## src/rtl/mac_stream_pkg.sv

```systemverilog
// Shared types for the MAC operand streamer: beat payload layout, FSM states
// and the credit arithmetic used to keep the 2-entry output FIFO from overflowing.
package mac_stream_pkg;

    localparam int DATA_W = 8;

    typedef struct packed {
        logic signed [DATA_W-1:0] inp;
        logic signed [DATA_W-1:0] weight;
    } input_data_t;

    typedef enum logic [1:0] {
        IDLE   = 2'd0,
        BIAS   = 2'd1,
        STREAM = 2'd2,
        DRAIN  = 2'd3
    } streamer_state_t;

    localparam logic TUSER_BIAS = 1'b1;

    // Slots the FIFO will hold next cycle if nothing new is issued now.
    function automatic logic [2:0] credit_used(input logic [1:0] count,
                                               input logic       inflight,
                                               input logic       pop);
        return {1'b0, count} + {2'b00, inflight} - {2'b00, pop};
    endfunction

endpackage

```

## src/rtl/stream_fifo2.sv

```systemverilog
// Two-entry beat FIFO; the head entry register drives the outputs directly.
// A push is accepted while full only when a pop happens in the same cycle.
module stream_fifo2 #(
    parameter int W = 16
) (
    input  logic         i_clk,
    input  logic         i_rst,
    input  logic         i_push,
    input  logic [W-1:0] i_data,
    input  logic         i_last,
    input  logic         i_user,
    input  logic         i_pop,
    output logic [W-1:0] o_data,
    output logic         o_last,
    output logic         o_user,
    output logic [1:0]   o_count,
    output logic         o_empty,
    output logic         o_full
);

    logic [W-1:0] r_head_data;
    logic [W-1:0] r_tail_data;
    logic         r_head_last;
    logic         r_tail_last;
    logic         r_head_user;
    logic         r_tail_user;
    logic [1:0]   r_count;

    logic w_pop;
    logic w_push;

    assign w_pop  = i_pop && (r_count != 2'd0);
    assign w_push = i_push && ((r_count != 2'd2) || w_pop);

    always_ff @(posedge i_clk or posedge i_rst) begin
        if (i_rst) begin
            r_head_data <= '0;
            r_tail_data <= '0;
            r_head_last <= 1'b0;
            r_tail_last <= 1'b0;
            r_head_user <= 1'b0;
            r_tail_user <= 1'b0;
            r_count     <= 2'd0;
        end else begin
            case ({w_push, w_pop})
                2'b10: begin
                    if (r_count == 2'd0) begin
                        r_head_data <= i_data;
                        r_head_last <= i_last;
                        r_head_user <= i_user;
                    end else begin
                        r_tail_data <= i_data;
                        r_tail_last <= i_last;
                        r_tail_user <= i_user;
                    end
                    r_count <= r_count + 2'd1;
                end
                2'b01: begin
                    r_head_data <= r_tail_data;
                    r_head_last <= r_tail_last;
                    r_head_user <= r_tail_user;
                    r_count     <= r_count - 2'd1;
                end
                2'b11: begin
                    // With one entry the new beat goes straight to the head.
                    if (r_count == 2'd1) begin
                        r_head_data <= i_data;
                        r_head_last <= i_last;
                        r_head_user <= i_user;
                    end else begin
                        r_head_data <= r_tail_data;
                        r_head_last <= r_tail_last;
                        r_head_user <= r_tail_user;
                        r_tail_data <= i_data;
                        r_tail_last <= i_last;
                        r_tail_user <= i_user;
                    end
                end
                default: ;
            endcase
        end
    end

    assign o_data  = r_head_data;
    assign o_last  = r_head_last;
    assign o_user  = r_head_user;
    assign o_count = r_count;
    assign o_empty = (r_count == 2'd0);
    assign o_full  = (r_count == 2'd2);

endmodule

```

## src/rtl/mac_operand_streamer.sv

```systemverilog
// Turns one layer-controller command into a bias beat followed by LEN packed
// {input, weight} beats on an AXI-Stream master, reading both operand memories.
//
// Stream handshake: a beat transfers on MI_AXIS_TVALID && MI_AXIS_TREADY;
// TVALID comes from FIFO occupancy only, and the FIFO head register holds
// TDATA/TLAST/TUSER steady while TVALID && !TREADY.
module mac_operand_streamer
    import mac_stream_pkg::*;
#(
    parameter int C_DATA_WIDTH = 8,
    parameter int C_ADDR_WIDTH = 12,
    parameter int C_LEN_WIDTH  = 12
) (
    input  logic                      ACLK,
    input  logic                      ARESET,
    input  logic                      CMD_VALID,
    output logic                      CMD_READY,
    input  logic [2*C_DATA_WIDTH-1:0] CMD_BIAS,
    input  logic [C_ADDR_WIDTH-1:0]   CMD_W_BASE,
    input  logic [C_ADDR_WIDTH-1:0]   CMD_I_BASE,
    input  logic [C_LEN_WIDTH-1:0]    CMD_LEN,
    output logic                      W_RD_EN,
    output logic [C_ADDR_WIDTH-1:0]   W_RD_ADDR,
    input  logic [C_DATA_WIDTH-1:0]   W_RD_DATA,
    output logic                      I_RD_EN,
    output logic [C_ADDR_WIDTH-1:0]   I_RD_ADDR,
    input  logic [C_DATA_WIDTH-1:0]   I_RD_DATA,
    output logic                      MI_AXIS_TVALID,
    input  logic                      MI_AXIS_TREADY,
    output logic [2*C_DATA_WIDTH-1:0] MI_AXIS_TDATA,
    output logic                      MI_AXIS_TLAST,
    output logic                      MI_AXIS_TUSER,
    output logic [7:0]                MI_AXIS_TID,
    output logic                      BUSY,
    output logic                      DONE,
    output streamer_state_t           DBG_STATE
);

    localparam int TW = 2 * C_DATA_WIDTH;
    localparam logic [C_LEN_WIDTH-1:0] LEN_ONE = {{(C_LEN_WIDTH-1){1'b0}}, 1'b1};

    streamer_state_t             r_state;
    logic                        r_cmd_ready;
    logic [C_ADDR_WIDTH-1:0]     r_w_base;
    logic [C_ADDR_WIDTH-1:0]     r_i_base;
    logic [C_LEN_WIDTH-1:0]      r_len;
    logic [C_LEN_WIDTH-1:0]      r_k;
    logic                        r_inflight;
    logic                        r_inflight_last;

    logic                        w_accept;
    logic                        w_tvalid;
    logic                        w_pop;
    logic                        w_final;
    logic                        w_issue;
    logic                        w_last_rd;
    logic [C_LEN_WIDTH-1:0]      w_k_next;
    logic [C_ADDR_WIDTH-1:0]     w_k_addr;
    logic                        w_push;
    logic [TW-1:0]               w_push_data;
    logic                        w_push_last;
    logic                        w_push_user;
    logic [TW-1:0]               w_fifo_data;
    logic                        w_fifo_last;
    logic                        w_fifo_user;
    logic [1:0]                  w_fifo_count;
    logic                        w_fifo_empty;
    logic                        w_fifo_full;

    assign w_accept  = CMD_VALID && r_cmd_ready;
    assign w_tvalid  = !w_fifo_empty;
    assign w_pop     = w_tvalid && MI_AXIS_TREADY;
    assign w_final   = w_pop && w_fifo_last;
    assign w_k_next  = r_k + LEN_ONE;
    assign w_last_rd = (w_k_next == r_len);
    assign w_k_addr  = C_ADDR_WIDTH'(r_k);

    // Reads start in BIAS so pair 0 lands right behind the bias beat; the
    // credit test counts the read whose data arrives this cycle as occupied.
    assign w_issue = ((r_state == BIAS) || (r_state == STREAM))
                     && (r_k < r_len)
                     && (credit_used(w_fifo_count, r_inflight, w_pop) < 3'd2)
                     && !(w_fifo_full && !w_pop);

    // Bias is pushed at accept; memory data is pushed one cycle after its read.
    assign w_push      = w_accept || r_inflight;
    assign w_push_data = w_accept ? CMD_BIAS : {I_RD_DATA, W_RD_DATA};
    assign w_push_last = w_accept ? (CMD_LEN == '0) : r_inflight_last;
    assign w_push_user = w_accept ? TUSER_BIAS : 1'b0;

    stream_fifo2 #(
        .W(TW)
    ) u_fifo (
        .i_clk   (ACLK),
        .i_rst   (ARESET),
        .i_push  (w_push),
        .i_data  (w_push_data),
        .i_last  (w_push_last),
        .i_user  (w_push_user),
        .i_pop   (w_pop),
        .o_data  (w_fifo_data),
        .o_last  (w_fifo_last),
        .o_user  (w_fifo_user),
        .o_count (w_fifo_count),
        .o_empty (w_fifo_empty),
        .o_full  (w_fifo_full)
    );

    always_ff @(posedge ACLK or posedge ARESET) begin
        if (ARESET) begin
            r_state         <= IDLE;
            r_cmd_ready     <= 1'b0;
            r_w_base        <= '0;
            r_i_base        <= '0;
            r_len           <= '0;
            r_k             <= '0;
            r_inflight      <= 1'b0;
            r_inflight_last <= 1'b0;
        end else begin
            r_inflight      <= w_issue;
            r_inflight_last <= w_issue && w_last_rd;
            if (w_issue) begin
                r_k <= w_k_next;
            end
            case (r_state)
                IDLE: begin
                    if (w_accept) begin
                        r_w_base    <= CMD_W_BASE;
                        r_i_base    <= CMD_I_BASE;
                        r_len       <= CMD_LEN;
                        r_k         <= '0;
                        r_cmd_ready <= 1'b0;
                        r_state     <= BIAS;
                    end else begin
                        r_cmd_ready <= 1'b1;
                    end
                end
                BIAS: begin
                    // An empty command can finish on its only beat right here.
                    if (w_final) begin
                        r_cmd_ready <= 1'b1;
                        r_state     <= IDLE;
                    end else if ((r_len == '0) || (w_issue && w_last_rd)) begin
                        r_state <= DRAIN;
                    end else begin
                        r_state <= STREAM;
                    end
                end
                STREAM: begin
                    if (w_issue && w_last_rd) begin
                        r_state <= DRAIN;
                    end
                end
                DRAIN: begin
                    if (w_final) begin
                        r_cmd_ready <= 1'b1;
                        r_state     <= IDLE;
                    end
                end
                default: r_state <= IDLE;
            endcase
        end
    end

    assign CMD_READY      = r_cmd_ready;
    assign W_RD_EN        = w_issue;
    assign I_RD_EN        = w_issue;
    assign W_RD_ADDR      = r_w_base + w_k_addr;
    assign I_RD_ADDR      = r_i_base + w_k_addr;
    assign MI_AXIS_TVALID = w_tvalid;
    assign MI_AXIS_TDATA  = w_fifo_data;
    assign MI_AXIS_TLAST  = w_fifo_last;
    assign MI_AXIS_TUSER  = w_fifo_user;
    assign MI_AXIS_TID    = 8'h00;
    assign BUSY           = (r_state != IDLE);
    assign DONE           = w_final;
    assign DBG_STATE      = r_state;

endmodule

```

## config.mk

```make
export PLATFORM = sky130hd
export DESIGN_NAME = mac_operand_streamer
export DESIGN_NICKNAME = d
export VERILOG_FILES = /design/src/rtl/mac_stream_pkg.sv /design/src/rtl/stream_fifo2.sv /design/src/rtl/mac_operand_streamer.sv
export SDC_FILE = /design/constraint.sdc
export NUM_CORES = 1
export LEC_CHECK = 0
export ABC_AREA = 1
export CELL_PAD_IN_SITES_DETAIL_PLACEMENT = 0
export CELL_PAD_IN_SITES_GLOBAL_PLACEMENT = 2
export CORE_UTILIZATION = 26
export CTS_CLUSTER_DIAMETER = 30
export DETAILED_ROUTE_END_ITERATION = 8
export PLACE_DENSITY_LB_ADDON = 0.15
export SLEW_MARGIN = 30
export SYNTH_ARGS = -nofsm -noshare
export SYNTH_HDL_FRONTEND = slang
export SYNTH_SLANG_ARGS = --single-unit
```

## constraint.sdc

```tcl
create_clock -name ACLK -period 3 [get_ports ACLK]
set_input_delay 0.6 -clock ACLK [delete_from_list [all_inputs] [get_ports ACLK]]
set_output_delay 0.6 -clock ACLK [all_outputs]
set_load 0.05 [all_outputs]
```

### After elaboration in Yosys (flattened, before gate mapping)

Index checks and enable logic that the tools add are counted.

| operators by class | value |
|---|---|
| $add $sub $neg | 7 |
| magnitude comparators | 2 |
| equal/unequal tests | 17 |
| multiplexer cells | 34 |
| reduce and logical (&&, ||, !) cells | 33 |

Operators with widths:

| kind | count |
|---|---|
| 2-to-1 mux 16 bit | 5 |
| case mux 16 bit (3 select lines) | 1 |
| 2-to-1 mux 12 bit | 3 |
| case mux 16 bit (2 select lines) | 1 |
| adder 12 bit | 2 |
| logical NOT 12 bit | 2 |
| 2-to-1 mux 1 bit | 13 |
| adder 12 x 1 -> 12 bit, second input constant | 1 |
| == test 12 bit | 1 |
| < comparator 12 bit | 1 |
| inequality test 2 bit, second input constant | 6 |
| == test 2 bit, second input constant | 5 |
| logical AND 1 bit | 10 |
| nonzero test 2 bit | 5 |
| 2-to-1 mux 2 bit | 4 |
| case mux 2 bit (4 select lines) | 1 |
| == test 2 x 1 -> 1 bit, second input constant | 3 |
| case mux 1 bit (2 select lines) | 3 |
| case mux 1 bit (3 select lines) | 2 |
| AND reduction 2 bit | 3 |
| AND reduction 3 bit | 2 |
| logical NOT 2 bit | 2 |
| logical OR 1 bit | 4 |
| inequality test 2 x 1 -> 1 bit, second input constant | 2 |
| other kinds (9) | 11 |

| word-level totals | value |
|---|---|
| register bits after elaboration | 91 |
| input bits | 72 |
| logic and storage cells | 108 |

### Longest topological paths before layout

| depth | value |
|---|---|
| depth in word-level cells | 12 |
| mapped depth | 19 |

### Hierarchy

From an unflattened synthesis, not the netlist that was laid out.

| second synthesis, totals | value |
|---|---|
| cells, all modules | 865 |
| area total of the unflattened synthesis | 6,198.4 um^2 |

Modules (own cells, without submodules):

| module | times used | cells an instance | area an instance (um^2) | seq. area each (um^2) |
|---|---|---|---|---|
| mac_operand_streamer | 1 | 603 | 4,222.8 | 1,326.3 |
| stream_fifo2 | 1 | 262 | 1,975.6 | 950.9 |

### Least setup slack after synthesis

No wires, ideal clock.

| timing path | value |
|---|---|
| path type | reg2out |
| start | reg u_fifo.r_count[1], in the netlist u_fifo.o_count[1] |
| end | out W_RD_EN |
| arrival | 2.976 ns |
| required time | 2.400 ns |
| path slack | -0.576 ns |
| cell stages (with the launch flop) | 16 |
| path buffers | 2 |
| cells stage by stage | dfrtp_1 > inv_1 > ha_1 > inv_2 > nand2_2 > inv_1 > ha_1 > inv_1 > nand2_1 > fa_1 > nand4_1 > a21oi_1 > nand4_1 > nor2_2 > buf_4 > buf_4 |

| between the ends | value |
|---|---|
| word-level cells in the longest chain between the ends | 7 |
| elaborated cells between the ends (all ways) | 12 |

Ends and longest elaborated chain:

| element | line | source |
|---|---|---|
| from (decl) | stream_fifo2.sv:27 | `logic [1:0] r_count;` |
| from (signal assigned) | stream_fifo2.sv:56 | `r_count <= r_count + 2'd1;` |
| from (signal assigned) | stream_fifo2.sv:62 | `r_count <= r_count - 2'd1;` |
| logical NOT 2 bit * | stream_fifo2.sv:88 | `assign o_empty = (r_count == 2'd0);` |
| logical NOT 1 bit * | mac_operand_streamer.sv:71 | `assign w_tvalid = !w_fifo_empty;` |
| net MI_AXIS_TVALID | mac_operand_streamer.sv:28 | `output logic MI_AXIS_TVALID,` |
| logical AND 1 bit * | mac_operand_streamer.sv:72 | `assign w_pop = w_tvalid && MI_AXIS_TREADY;` |
| subtractor 3 x 1 -> 3 bit or logical NOT 1 bit (tied branches) | mac_stream_pkg.sv:25, mac_operand_streamer.sv:83 |  |
| < comparator 3 x 2 -> 1 bit or logical AND 1 bit (tied branches) | mac_operand_streamer.sv:82, mac_operand_streamer.sv:83 |  |
| logical AND 1 bit or logical NOT 1 bit (tied branches) | mac_operand_streamer.sv:82, mac_operand_streamer.sv:83 |  |
| logical AND 1 bit * | mac_operand_streamer.sv:83 | `&& !(w_fifo_full && !w_pop);` |
| to (decl) | mac_operand_streamer.sv:22 | `output logic W_RD_EN,` |

The timed path passes the listed nets; every way through them passes the cells marked *.

### Final worst setup path

| timing path | value |
|---|---|
| start | reg u_fifo.r_count[0], in the netlist u_fifo.o_count[0] |
| end | out I_RD_EN |

| between the ends | value |
|---|---|
| word-level cells in the longest chain between the ends | 7 |
| elaborated cells between the ends (all ways) | 12 |

Ends and longest elaborated chain:

| element | line | source |
|---|---|---|
| parallel branches: the longest is 6 deep, another holds adder 2 x 1 -> 3 bit | -- |  |
| logical AND 1 bit * | mac_operand_streamer.sv:83 |  |
| to (decl) | mac_operand_streamer.sv:25 | `output logic I_RD_EN,` |

Every way passes the cells marked *.

==> impl_metrics.json <==
{
  "outcome": "complete, but fails checks",
  "violations": "negative setup slack",
  "min_path_cells": 2,
  "dr.pass1.iters": 4,
  "fp.dieW_um": 151,
  "cts_made_buffers": 9,
  "grt_usage": 0.171,
  "cts_hold_buf": 0,
  "critPathTopFamily": "adder cells",
  "r2r_slack_ns": -0.07,
  "whs_endpoint": "u_fifo.o_data[7]",
  "antenna_found_initial": 0,
  "min_path_type": "register to register",
  "synthMuxAreaShare": 0.0279,
  "synthAdderAreaFrac": 0.106,
  "dieArea_um2": 22700,
  "yosys.area_share.simple": 0.228,
  "synthXorXnorAreaFrac": 0.0366,
  "yosysWarnings": 0,
  "clk_latency_ns": 0.35,
  "num_io_pins": 130,
  "initial_core_util": 0.264,
  "ys_seq_area_frac": 0.396,
  "syn_inst": 730,
  "overflow": 0,
  "post-route-util": 0.404,
  "max_freq_mhz": 306,
  "hold_ws_ns": 0.478,
  "dp_hpwl_um": 13900,
  "fin_crit_sh": 1.09,
  "synth_area_um2": 5750,
  "cp_data_required_time_ns": 2.40,
  "clkTransAtPathRegs_ns": 0.07,
  "drive_gt1_frac": 0.225,
  "synth-seq-cells": 91,
  "drv_cap": 0,
  "grt_max_degree": 50,
  "setup_viol": 7,
  "yosys.area.top_type": "dfrtp_1",
  "grt_pass1_wl_um": 29100,
  "syn_to_final_growth_pct": 53.0,
  "insertedDiodeCount": 0,
  "grt_pass1_vias": 5262,
  "maxSlewHeadroom": 0.421,
  "gp_congestion": 0.841,
  "synth_top_family_by_area": "simple AND/OR/NAND/NOR gates",
  "clockBufferDepth": 2,
  "dp_cells": 1147,
  "hold_viol": 0,
  "r2r_end": "DBG_STATE[0]",
  "critPathArrivalTime_ns": 2.66,
  "cp_max_fo": 3,
  "vias": 5436,
  "wl_met1_um": 8840,
  "worst_pin_slew_ns": 0.868,
  "synth-compound-area-share": 0.131,
  "avgSynthCellArea_um2": 7.87,
  "synth.top_cell.area_share": 0.396,
  "drt_wl_total_um": 18900,
  "drv_slew": 0,
  "path_cells": "inv_2 > ha_4 > inv_8 > nand2_8 > inv_4 > ha_4 > inv_2 > nand2_2 > fa_1 > nand4_1 > a21oi_1 > nand4_1 > nor2_4 > buf_12 > buf_12",
  "critPathBufInv": 6,
  "core_um2": 21800,
  "drtIter0Drc": 280,
  "wl_met3_um": 593,
  "final.setup.worst_slack_ns": -0.263,
  "drc": 0,
  "routed.top_layer": "met4",
  "wl_per_cell_um": 15.9,
  "cts_tree": "done",
  "reg2reg_depth": 22,
  "setup.worst_path.end_class": "output port",
  "die_y_um": 151,
  "worstHoldStart": "u_fifo.o_data[7]",
  "synth.area.top_cells": "dfrtp_1 40%, nand2_1 15%, ha_1 9.6%, o21ai_0 6.0%, inv_1 4.2%",
  "layout.cells.non_filler": 1190,
  "crit_path_max_incr_delay_ns": 0.48,
  "via_per_inst": 4.57,
  "io_buffers": 121,
  "rsz0062_at_grt": "yes",
  "cts.root.buffer_cell": "clkbuf_16",
  "detail-route-antenna-nets": 0,
  "cts_sinks": 91,
  "nets": 1024,
  "start_kind": "register",
  "ys_types": 38,
  "cp_slowest_cell": "fa_1",
  "layout_min_cycle_time_ns": 3.26,
  "fill_cells": 2193,
  "cts_max_level": 3,
  "timing.rr.start": "u_fifo.o_count[0]",
  "finClkSkew_ns": 0.0111,
  "critPathKind": "register to output port",
  "fp-row-count": 54,
  "wl_met2_um": 9270
}
==> registers in the layout, indices dropped and copies added (netlist names), named ones only <==
signal              flops
u_fifo.o_data          16
u_fifo.r_tail_data     16
r_i_base               12
r_k                    12
r_len                  12
r_w_base               12
u_fifo.o_count          2
CMD_READY               1
DBG_STATE               1
r_inflight              1
r_inflight_last         1
u_fifo.o_last           1
u_fifo.o_user           1
u_fifo.r_tail_last      1
u_fifo.r_tail_user      1
==> layer usage <==
| metal | vias up | track usage |
|---|---|---|
| li1 | 2738 | - |
| met1 | 2576 | 0.226 |
| met2 | 110 | 0.289 |
| met3 | 12 | 0.0276 |
| met4 | 0 | 0.0405 |
| met5 | - | 0 |
==> worst max path at each step <==
stage,from,endpoint,slack (ns),depth (start not counted)
floorplan,u_fifo.o_count[1],W_RD_EN,-0.14,15
global placement,MI_AXIS_TREADY,I_RD_EN,-0.50,13
detailed placement,MI_AXIS_TREADY,r_k[11],-0.51,16
CTS,u_fifo.o_count[0],I_RD_EN,-0.27,15
global route,u_fifo.o_count[0],I_RD_EN,-0.42,15
finish,u_fifo.o_count[0],I_RD_EN,-0.26,15
==> cell type report <==
cell class                      count  area [µm²]  area share
Multi-Input combinational cell    545        3560       0.405
Tap cell                          280         350      0.0398
Timing Repair inverter              1        7.51    0.000853
Clock inverter                      7        98.8      0.0112
Clock buffer                        9         225      0.0256
Inverter                           71         288      0.0327
Sequential cell                    91        2290       0.260
Timing Repair Buffer              186        1980       0.225
==> synthesized netlist by cell type (all sizes together) <==
library cell  count
o21a              2
o21bai            2
and3              2
nand4             6
xnor2             8
buf              13
nand3            32
mux2i            16
inv              71
fa                3
xor2             16
nor3              5
o311ai            1
dfrtp            91
nor4              6
nand3b            2
nand2           229
o31ai             1
clkbuf           17
o21ai            72
nor2             30
conb              1
o211ai           11
nor3b             1
a31oi             3
o221ai            1
ha               44
a21oi            44
==> through the flow <==
step / setup slack [ns] / instance area, µm² / TNS, ns
6_report: -0.263 / 8800 / -0.820
5_1_grt: -0.419 / 8800 / -3.40
4_1_cts: -0.269 / 8480 / -0.810
3_5_place_dp: -0.508 / 7760 / -6.61
3_3_place_gp: -0.498 / 7760 / -6.05
2_1_floorplan: -0.142 / 5880 / -0.142
==> worst reg2reg max path, delay by kind of cell (launching register included) <==
kind | cells | cell delay, ns
flops | 1 | 0.39
fa+ha+maj | 3 | 0.85
simple gates | 9 | 0.76
compound gates | 2 | 0.31
buf+inv | 8 | 0.63
==> placed cells by master, fill, tap and decap left out, drive strengths merged, types with 3 or more instances in the layout <==
cell           netlist  final
mux2i               16     16
ha                  44     44
a31oi                3      3
fa                   3      3
nand2              229    229
nand3               32     32
nor2                30     30
o21ai               72     72
dfrtp               91     91
nand4                6      6
clkbuf              17     11
a21oi               44     44
inv                 71     72
clkdlybuf4s50        0     95
clkinvlp             0      3
o211ai              11     11
buf                 13     88
conb                 1      8
xnor2                8      8
nor4                 6      6
nor3                 5      5
xor2                16     16
==> logic make-up after synthesis <==
group / count (synthesis)
xor+xnor: 24
simple gates: 313
mux: 16
other cells: 1
flops: 91
buf+inv: 101
compound gates: 137
fa+ha+maj: 47
==> repair_timing <==
item | in CTS | in global routing
gates resized for setup | 50 | 59
endpoints found under the hold margin | 0 | 0
setup buffers | 15 | 14
endpoints found under the setup margin | 19 | 22
pin swaps | 17 | 18
gates cloned | 0 | 1
Power is left out: the tool's default activity adds up to more than one toggle a clock period on the data nets, which glitch-free logic cannot reach.
